$ cat src/rtl/bcd_pkg.sv
// Shared constants and FSM encoding for the digit-serial BCD arithmetic blocks.
package bcd_pkg;

  localparam int unsigned DIGIT_W  = 4;
  localparam int unsigned BCD_MAX  = 9;
  localparam int unsigned BCD_BASE = 10;

  typedef enum logic [1:0] {
    StIdle = 2'd0,
    StSub  = 2'd1,
    StComp = 2'd2,
    StDone = 2'd3
  } state_e;

endpackage

$ cat src/rtl/bcd_digit_sub.sv
// Single BCD digit subtractor: d = x - y - bin, corrected by +10 when a borrow is produced.
module bcd_digit_sub
  import bcd_pkg::*;
(
  input  logic [DIGIT_W-1:0] x,
  input  logic [DIGIT_W-1:0] y,
  input  logic               bin,
  output logic [DIGIT_W-1:0] d,
  output logic               bout
);

  logic [DIGIT_W:0] raw;

  // One extra bit so the sign of the raw difference doubles as the borrow out.
  assign raw  = {1'b0, x} - {1'b0, y} - {{DIGIT_W{1'b0}}, bin};
  assign bout = raw[DIGIT_W];
  assign d    = bout ? raw[DIGIT_W-1:0] + DIGIT_W'(BCD_BASE) : raw[DIGIT_W-1:0];

endmodule

$ cat src/rtl/bcd_serial_sub.sv
// Digit-serial |a - b| on packed BCD operands, LSD first; a negative raw result is
// ten's-complemented in a second serial pass to yield the magnitude.
module bcd_serial_sub
  import bcd_pkg::*;
#(
  parameter int unsigned DIGITS = 4
) (
  input  logic                      clk,
  input  logic                      rst,
  input  logic                      start,
  input  logic [DIGITS*DIGIT_W-1:0] a,
  input  logic [DIGITS*DIGIT_W-1:0] b,
  output logic [DIGITS*DIGIT_W-1:0] diff,
  output logic                      neg,
  output logic                      invalid,
  output logic                      busy,
  output logic                      done
);

  localparam int unsigned IdxW = (DIGITS > 1) ? $clog2(DIGITS) : 1;
  localparam int unsigned OpW  = DIGITS * DIGIT_W;

  state_e          state_q, state_d;
  logic [IdxW-1:0] idx_q, idx_d;
  logic            borrow_q, borrow_d;
  logic [OpW-1:0]  a_q, a_d, b_q, b_d, diff_q, diff_d;
  logic            neg_q, neg_d;
  logic            invalid_q, invalid_d;

  logic               in_bad;
  logic               last_digit;
  logic [DIGIT_W-1:0] dig_x, dig_y, dig_d;
  logic               dig_bout;

  always_comb begin
    in_bad = 1'b0;
    for (int i = 0; i < int'(DIGITS); i++) begin
      if (a[i*DIGIT_W +: DIGIT_W] > DIGIT_W'(BCD_MAX) ||
          b[i*DIGIT_W +: DIGIT_W] > DIGIT_W'(BCD_MAX)) begin
        in_bad = 1'b1;
      end
    end
  end

  // COMP reuses the same digit subtractor with a zero minuend and diff as subtrahend.
  always_comb begin
    dig_x = '0;
    dig_y = diff_q[idx_q*DIGIT_W +: DIGIT_W];
    if (state_q == StSub) begin
      dig_x = a_q[idx_q*DIGIT_W +: DIGIT_W];
      dig_y = b_q[idx_q*DIGIT_W +: DIGIT_W];
    end
  end

  bcd_digit_sub u_digit_sub (
    .x    (dig_x),
    .y    (dig_y),
    .bin  (borrow_q),
    .d    (dig_d),
    .bout (dig_bout)
  );

  assign last_digit = (idx_q == IdxW'(DIGITS - 1));

  always_comb begin
    state_d   = state_q;
    idx_d     = idx_q;
    borrow_d  = borrow_q;
    a_d       = a_q;
    b_d       = b_q;
    diff_d    = diff_q;
    neg_d     = neg_q;
    invalid_d = invalid_q;

    unique case (state_q)
      StIdle: begin
        if (start) begin
          a_d       = a;
          b_d       = b;
          idx_d     = '0;
          borrow_d  = 1'b0;
          neg_d     = 1'b0;
          diff_d    = '0;
          invalid_d = in_bad;
          state_d   = in_bad ? StDone : StSub;
        end
      end
      StSub, StComp: begin
        diff_d[idx_q*DIGIT_W +: DIGIT_W] = dig_d;
        borrow_d = dig_bout;
        idx_d    = idx_q + 1'b1;
        if (last_digit) begin
          idx_d = '0;
          if (state_q == StSub && dig_bout) begin
            state_d  = StComp;
            borrow_d = 1'b0;
            neg_d    = 1'b1;
          end else begin
            state_d = StDone;
          end
        end
      end
      StDone: state_d = StIdle;
      default: state_d = StIdle;
    endcase
  end

  always_ff @(posedge clk or posedge rst) begin
    if (rst) begin
      state_q   <= StIdle;
      idx_q     <= '0;
      borrow_q  <= 1'b0;
      a_q       <= '0;
      b_q       <= '0;
      diff_q    <= '0;
      neg_q     <= 1'b0;
      invalid_q <= 1'b0;
    end else begin
      state_q   <= state_d;
      idx_q     <= idx_d;
      borrow_q  <= borrow_d;
      a_q       <= a_d;
      b_q       <= b_d;
      diff_q    <= diff_d;
      neg_q     <= neg_d;
      invalid_q <= invalid_d;
    end
  end

  assign diff    = diff_q;
  assign neg     = neg_q;
  assign invalid = invalid_q;
  assign busy    = (state_q == StSub) || (state_q == StComp);
  assign done    = (state_q == StDone);

endmodule
$ cat config.mk
export PLATFORM = sky130hd
export DESIGN_NAME = bcd_serial_sub
export DESIGN_NICKNAME = d
export VERILOG_FILES = /design/src/rtl/bcd_pkg.sv /design/src/rtl/bcd_digit_sub.sv /design/src/rtl/bcd_serial_sub.sv
export SDC_FILE = /design/constraint.sdc
export NUM_CORES = 1
export LEC_CHECK = 0
export ABC_AREA = 1
export CAP_MARGIN = 20
export CORE_MARGIN = 2
export CORE_UTILIZATION = 57
export CTS_CLUSTER_DIAMETER = 60
export DETAILED_ROUTE_END_ITERATION = 8
export PLACE_DENSITY = 0.95
export RECOVER_POWER = 25
export SYNTH_ARGS = -nofsm -noshare
export SYNTH_HDL_FRONTEND = slang
export SYNTH_SLANG_ARGS = --single-unit
$ cat constraint.sdc
create_clock -name clk -period 9.34 [get_ports clk]
set_clock_uncertainty 0.2 [all_clocks]
set_input_delay 0.934 -clock clk [delete_from_list [all_inputs] [get_ports clk]]
set_output_delay 0.934 -clock clk [all_outputs]
set_load 0.1 [all_outputs]
Yosys cells after proc, flatten, opt, wreduce, memory -nomap -nowiden:

Index checks and enable logic that the tools add are counted.

* $add $sub $neg: 5
* magnitude comparators: 8
* eq/ne operators: 7
* shift-type cells: 5
* muxes and demuxes: 25
* reduce and logical (&&, ||, !) cells: 13

Operator list (number)
* 16-bit by 5-bit variable part select with 4-bit output: 3
* 4-bit negator with 34-bit output: 1
* 4-bit by 34-bit variable shift with 16-bit output (first input constant): 1
* 4-bit by 34-bit variable part select with 16-bit output: 1
* 4-bit > comparator (second input constant): 8
* 16-bit case mux with 2 select lines: 1
* 16-bit bitwise mux: 1
* 16-bit two-way mux: 1
* 4-bit two-way mux: 3
* 1-bit two-way mux: 10
* 2-bit two-way mux: 5
* 2-bit equality test (second input constant): 3
* 2-bit inequality test (second input constant): 3
* 2-bit case mux with 3 select lines: 1
* 2-bit AND reduction: 3
* 1-bit logical OR: 5
* 4-bit by 4-bit subtractor with 5-bit output: 1
* 5-bit by 1-bit subtractor with 5-bit output: 1
* 4-bit adder (second input constant): 1
* 1-bit case mux with 2 select lines: 2
* 2-bit case mux with 2 select lines: 1
* 4-bit AND reduction: 1
* 2-bit by 1-bit adder with 2-bit output (second input constant): 1
* 2-bit by 1-bit equality test with 1-bit output (second input constant): 1
* 4 further kinds: 4

* register bits: 55
* input port bits: 35
* output and inout bits: 20
* word-level logic and storage cells: 71

Logic depth before layout (Yosys ltp):

* word-level depth: 9
* gate-level depth with buffers: 21

Modules after synthesis:

Synthesis repeated with hierarchy kept, for this count alone.

* cell total of the unflattened synthesis: 427
* area, all modules: 3198.1 um2

Modules (own cells, without submodules)
* bcd_serial_sub: times used 1, cells each 373, area each 2840.2 um2, sequential area each 1376.3 um2
* bcd_digit_sub: times used 1, cells each 54, area each 357.8 um2, sequential area each 0.0 um2

Worst setup path after synthesis:

OpenSTA, ideal clock, no wires.

* kind: register to register
* from: register state_q[1]
* to: register diff_q[11] (netlist: diff[11])
* setup time: 131 ps
* data arrival time: 2918 ps
* path slack: 6092 ps
* cell stages (with the launch flop): 18
* cells stage by stage: dfrtp_1 -> inv_1 -> ha_1 -> clkbuf_1 -> o21ai_0 -> a32o_1 -> fa_1 -> inv_1 -> fa_1 -> ha_1 -> inv_1 -> nand3_1 -> nand2_1 -> nand2_1 -> nand2_1 -> nand2_2 -> nand3_1 -> o21ai_0

* cells in the longest elaborated chain, start to end: 9

RTL lines
* start: declaration: RTL line bcd_serial_sub.sv:23 `state_e state_q, state_d;`
* start signal: assignment: RTL line bcd_serial_sub.sv:110 `state_q <= StIdle;`
* start signal: assignment: RTL line bcd_serial_sub.sv:119 `state_q <= state_d;`
* 2-bit by 1-bit equality test with 1-bit output: RTL line bcd_serial_sub.sv:49, bcd_serial_sub.sv:75
* 4-bit two-way mux: RTL line bcd_serial_sub.sv:49 `if (state_q == StSub) begin`
* 4-bit by 4-bit subtractor with 5-bit output: RTL line bcd_digit_sub.sv:15 `assign raw = {1'b0, x} - {1'b0, y} - {{DIGIT_W{1'b0}}, bin};`
* 5-bit by 1-bit subtractor with 5-bit output: RTL line bcd_digit_sub.sv:15
* 4-bit adder: RTL line bcd_digit_sub.sv:17 `assign d = bout ? raw[DIGIT_W-1:0] + DIGIT_W'(BCD_BASE) : raw[DIGIT_W-1:0];`
* 4-bit two-way mux: RTL line bcd_digit_sub.sv:17
* 4-bit by 34-bit variable part select with 16-bit output: RTL line bcd_serial_sub.sv:89 `diff_d[idx_q*DIGIT_W +: DIGIT_W] = dig_d;`
* 16-bit bitwise mux: RTL line bcd_serial_sub.sv:89
* 16-bit case mux with 2 select lines: RTL line bcd_serial_sub.sv:75 `unique case (state_q)`
* end signal: assignment: RTL line bcd_serial_sub.sv:124 `diff_q <= diff_d;`
* end: declaration: RTL line bcd_serial_sub.sv:26 `logic [OpW-1:0] a_q, a_d, b_q, b_d, diff_q, diff_d;`

Several ways; a longest one is shown, not always the timed one.
A chain may end at the register's enable or synchronous reset.

Worst setup path after layout:

Same ends and word-level chain as after synthesis.

==> impl_metrics.toml <==
[drt]
drt_pass1_iterations = 5
drt_iter0_markers = 219
drc = 0
vias_per_cell = 5.63
vias = 2902
antenna_left = 0
drt_wl_total_mm = 8.16
avgRoutedWirePerCell_um = 15.9

[die]
fp.dieW_um = 77.9
die-area_mm2 = 0.00607
chipHeight_um = 77.9
coreArea_mm2 = 0.00520
row_count = 26
io_pins = 55
initial_core_util = 0.598

[final_layout]
fillers = 415
final_nets = 493
diodes = 0
post-route-cell-area_mm2 = 0.00375
drive_gt1_frac = 0.0629
area_growth_pct = 20.5

[worst_setup_path]
cp_num_cells = 18
critPathLaunchType = "register"
critPathSlowestCell = "ha_1"
crit_end = "diff[11]"
crit_family = "adder cells"
setup.worst_path.start = "state_q[1]"
worstPathArrival_ps = 4150
cpPeakStageDelay_ps = 780
end_kind = "register"
cp_cell_sequence = "inv_1 -> ha_1 -> inv_1 -> nand2_1 -> a21oi_1 -> a32o_1 -> fa_1 -> inv_1 -> fa_1 -> ha_1 -> inv_1 -> nand3_1 -> nand2_1 -> nand2_1 -> nand2_1 -> nand2_2 -> nand3_1 -> o21ai_0"
r2r_end = "diff[11]"
r2r_slack_ps = 5170
rr_worst_depth = 18
crit_type = "register to register"
cp.required_ps = 9320
r2r_start = "state_q[1]"
cp_num_buf_inv = 4
cp_max_fo = 32

[yosys]
synth_edf_count = 0
synth_seq_area_share = 0.442
synth_nets = 446
synthArstFlopShare = 1.00
synth_area_leaders = "dfrtp_1 (44%), nand2_1 (15%), o21ai_0 (7.6%), inv_1 (5.8%), ha_1 (4.8%)"
synthDistinctLibCells = 33
synthFlopType = "dfrtp_1"
yosysTopAreaCellShare = 0.442
syn_area_per_cell_um2 = 7.84
synth_top_cell_by_area = "dfrtp_1"
netlist_area_mm2 = 0.00311
synth.top_cells.by_count = "nand2_1 (127), dfrtp_1 (55), inv_1 (48)"
synth.most_common_cell = "nand2_1"
yosys_register_bits = 55
yosys_warnings = 0
synth_cells = 397

[run]
maxCapViolations = 1

[sta]
final_hold_viol_count = 0
slew_violations = 35
fin_ws_ps = 5170
tns_ps = 0
whs_ps = 284
setup_viol = 0
layout_min_cycle_time_ps = 4170
period_share = 0.446
worst_pin_slew_ps = 1830
slew_headroom = -0.218
fmaxAchievable_mhz = 240
rsz0062_at_grt = "false"

[place]
gp_congestion = 0.955
place_ws_ps = 5260
dp_hpwl_mm = 6.25
io_buffers = 54
dpl-instance-area_mm2 = 0.00368

[clock_network]
post_cts_buffers = 0
numCtsBuffers = 5
clock_latency_ps = 310
cts_buffer_depth = 2
htreeDepth = 2
cts_hold_buf = 0
path_clk_slew_ps = 100
clock-root-buffer = "clkbuf_8"
cts_resized = 0
cts_tree = "done"
clkSinkCount = 55

[outcome]
status = "complete, but fails checks"
violations = "max-capacitance violations, max-slew violations"

[grt]
grt.overflow.total = 0
antenna_found_initial = 0
grt_first_pass_wirelength_mm = 13.8
grt_usage = 0.288
grt_pass1_vias = 2953
grt_max_degree = 35

[min_path]
hold_path_class = "register to register"
[worst min-delay path by stage]
stage                     cells past startpoint    start       to
after floorplan                               2   a_q[0]   a_q[0]
after global placement                        2  a_q[11]  a_q[11]
after detailed placement                      2  a_q[11]  a_q[11]
after CTS                                     2  a_q[11]  a_q[11]
after global routing                          2  b_q[10]  b_q[10]
final                                         2  a_q[11]  a_q[11]
[state kept, by name, summed over array words and instances (netlist names)]
signal    count
neg           1
a_q          16
borrow_q      1
invalid       1
state_q       2
diff         16
b_q          16
idx_q         2
[stage by stage]
| step | util | std cells |
|---|---|---|
| after floorplan | - | 397 |
| after CTS | 0.724 | 515 |
| after detailed placement | 0.708 | 507 |
| final | 0.721 | 515 |
| after global placement | 0.704 | 506 |
| after global routing | 0.721 | 515 |
[worst min-delay path: cells and delay by family (launching register included)]
kind	cells	cell delay, ps
flip-flops	1	350
AND/OR/NAND/NOR	2	100
[routing by layer]
| layer | vias to the layer above | part of all wire | GRT usage |
|---|---|---|---|
| met1 | 1372 | 0.41 | 0.369 |
| met5 | - | 0 | 0 |
| met4 | 0 | 0.031 | 0.123 |
| met2 | 129 | 0.49 | 0.489 |
| met3 | 27 | 0.069 | 0.0419 |
| li1 | 1374 | - | - |
[logic make-up after synthesis]
kind of cell               Yosys count  synth area share
DFF                                 55             0.442
buffers and inverters               70            0.0956
adders and majority gates           14            0.0611
xor gates and xnor gates             1           0.00522
and+or+nand+nor                    166             0.237
AOI/OAI and AO/OA                   91             0.160
[layout by cell type (no fill, tap or decap), types with 3 or more instances in the layout]
| cell | instances |
|---|---|
| a32o_1 | 3 |
| nand4_1 | 5 |
| inv_4 | 3 |
| nand2_1 | 127 |
| ha_1 | 12 |
| dfrtp_1 | 55 |
| nor2_1 | 11 |
| inv_1 | 48 |
| clkdlybuf4s50_1 | 53 |
| inv_2 | 3 |
| o21ai_2 | 3 |
| nand3_1 | 12 |
| clkbuf_8 | 5 |
| a21oi_1 | 28 |
| o21ai_0 | 47 |
| o22ai_1 | 4 |
[layout make-up]
type / count / area (um^2) / area share
Sequential cell: 55 / 1380 / 0.367
Timing Repair Buffer: 55 / 544 / 0.145
Clock inverter: 2 / 12.5 / 0.00333
Clock buffer: 6 / 72.6 / 0.0193
Multi-Input combinational cell: 272 / 1440 / 0.384
Tap cell: 70 / 87.6 / 0.0233
Inverter: 55 / 219 / 0.0584
Power is not shown: default switching activity piles up to over one toggle a cycle in this logic, so the estimate is an artifact.
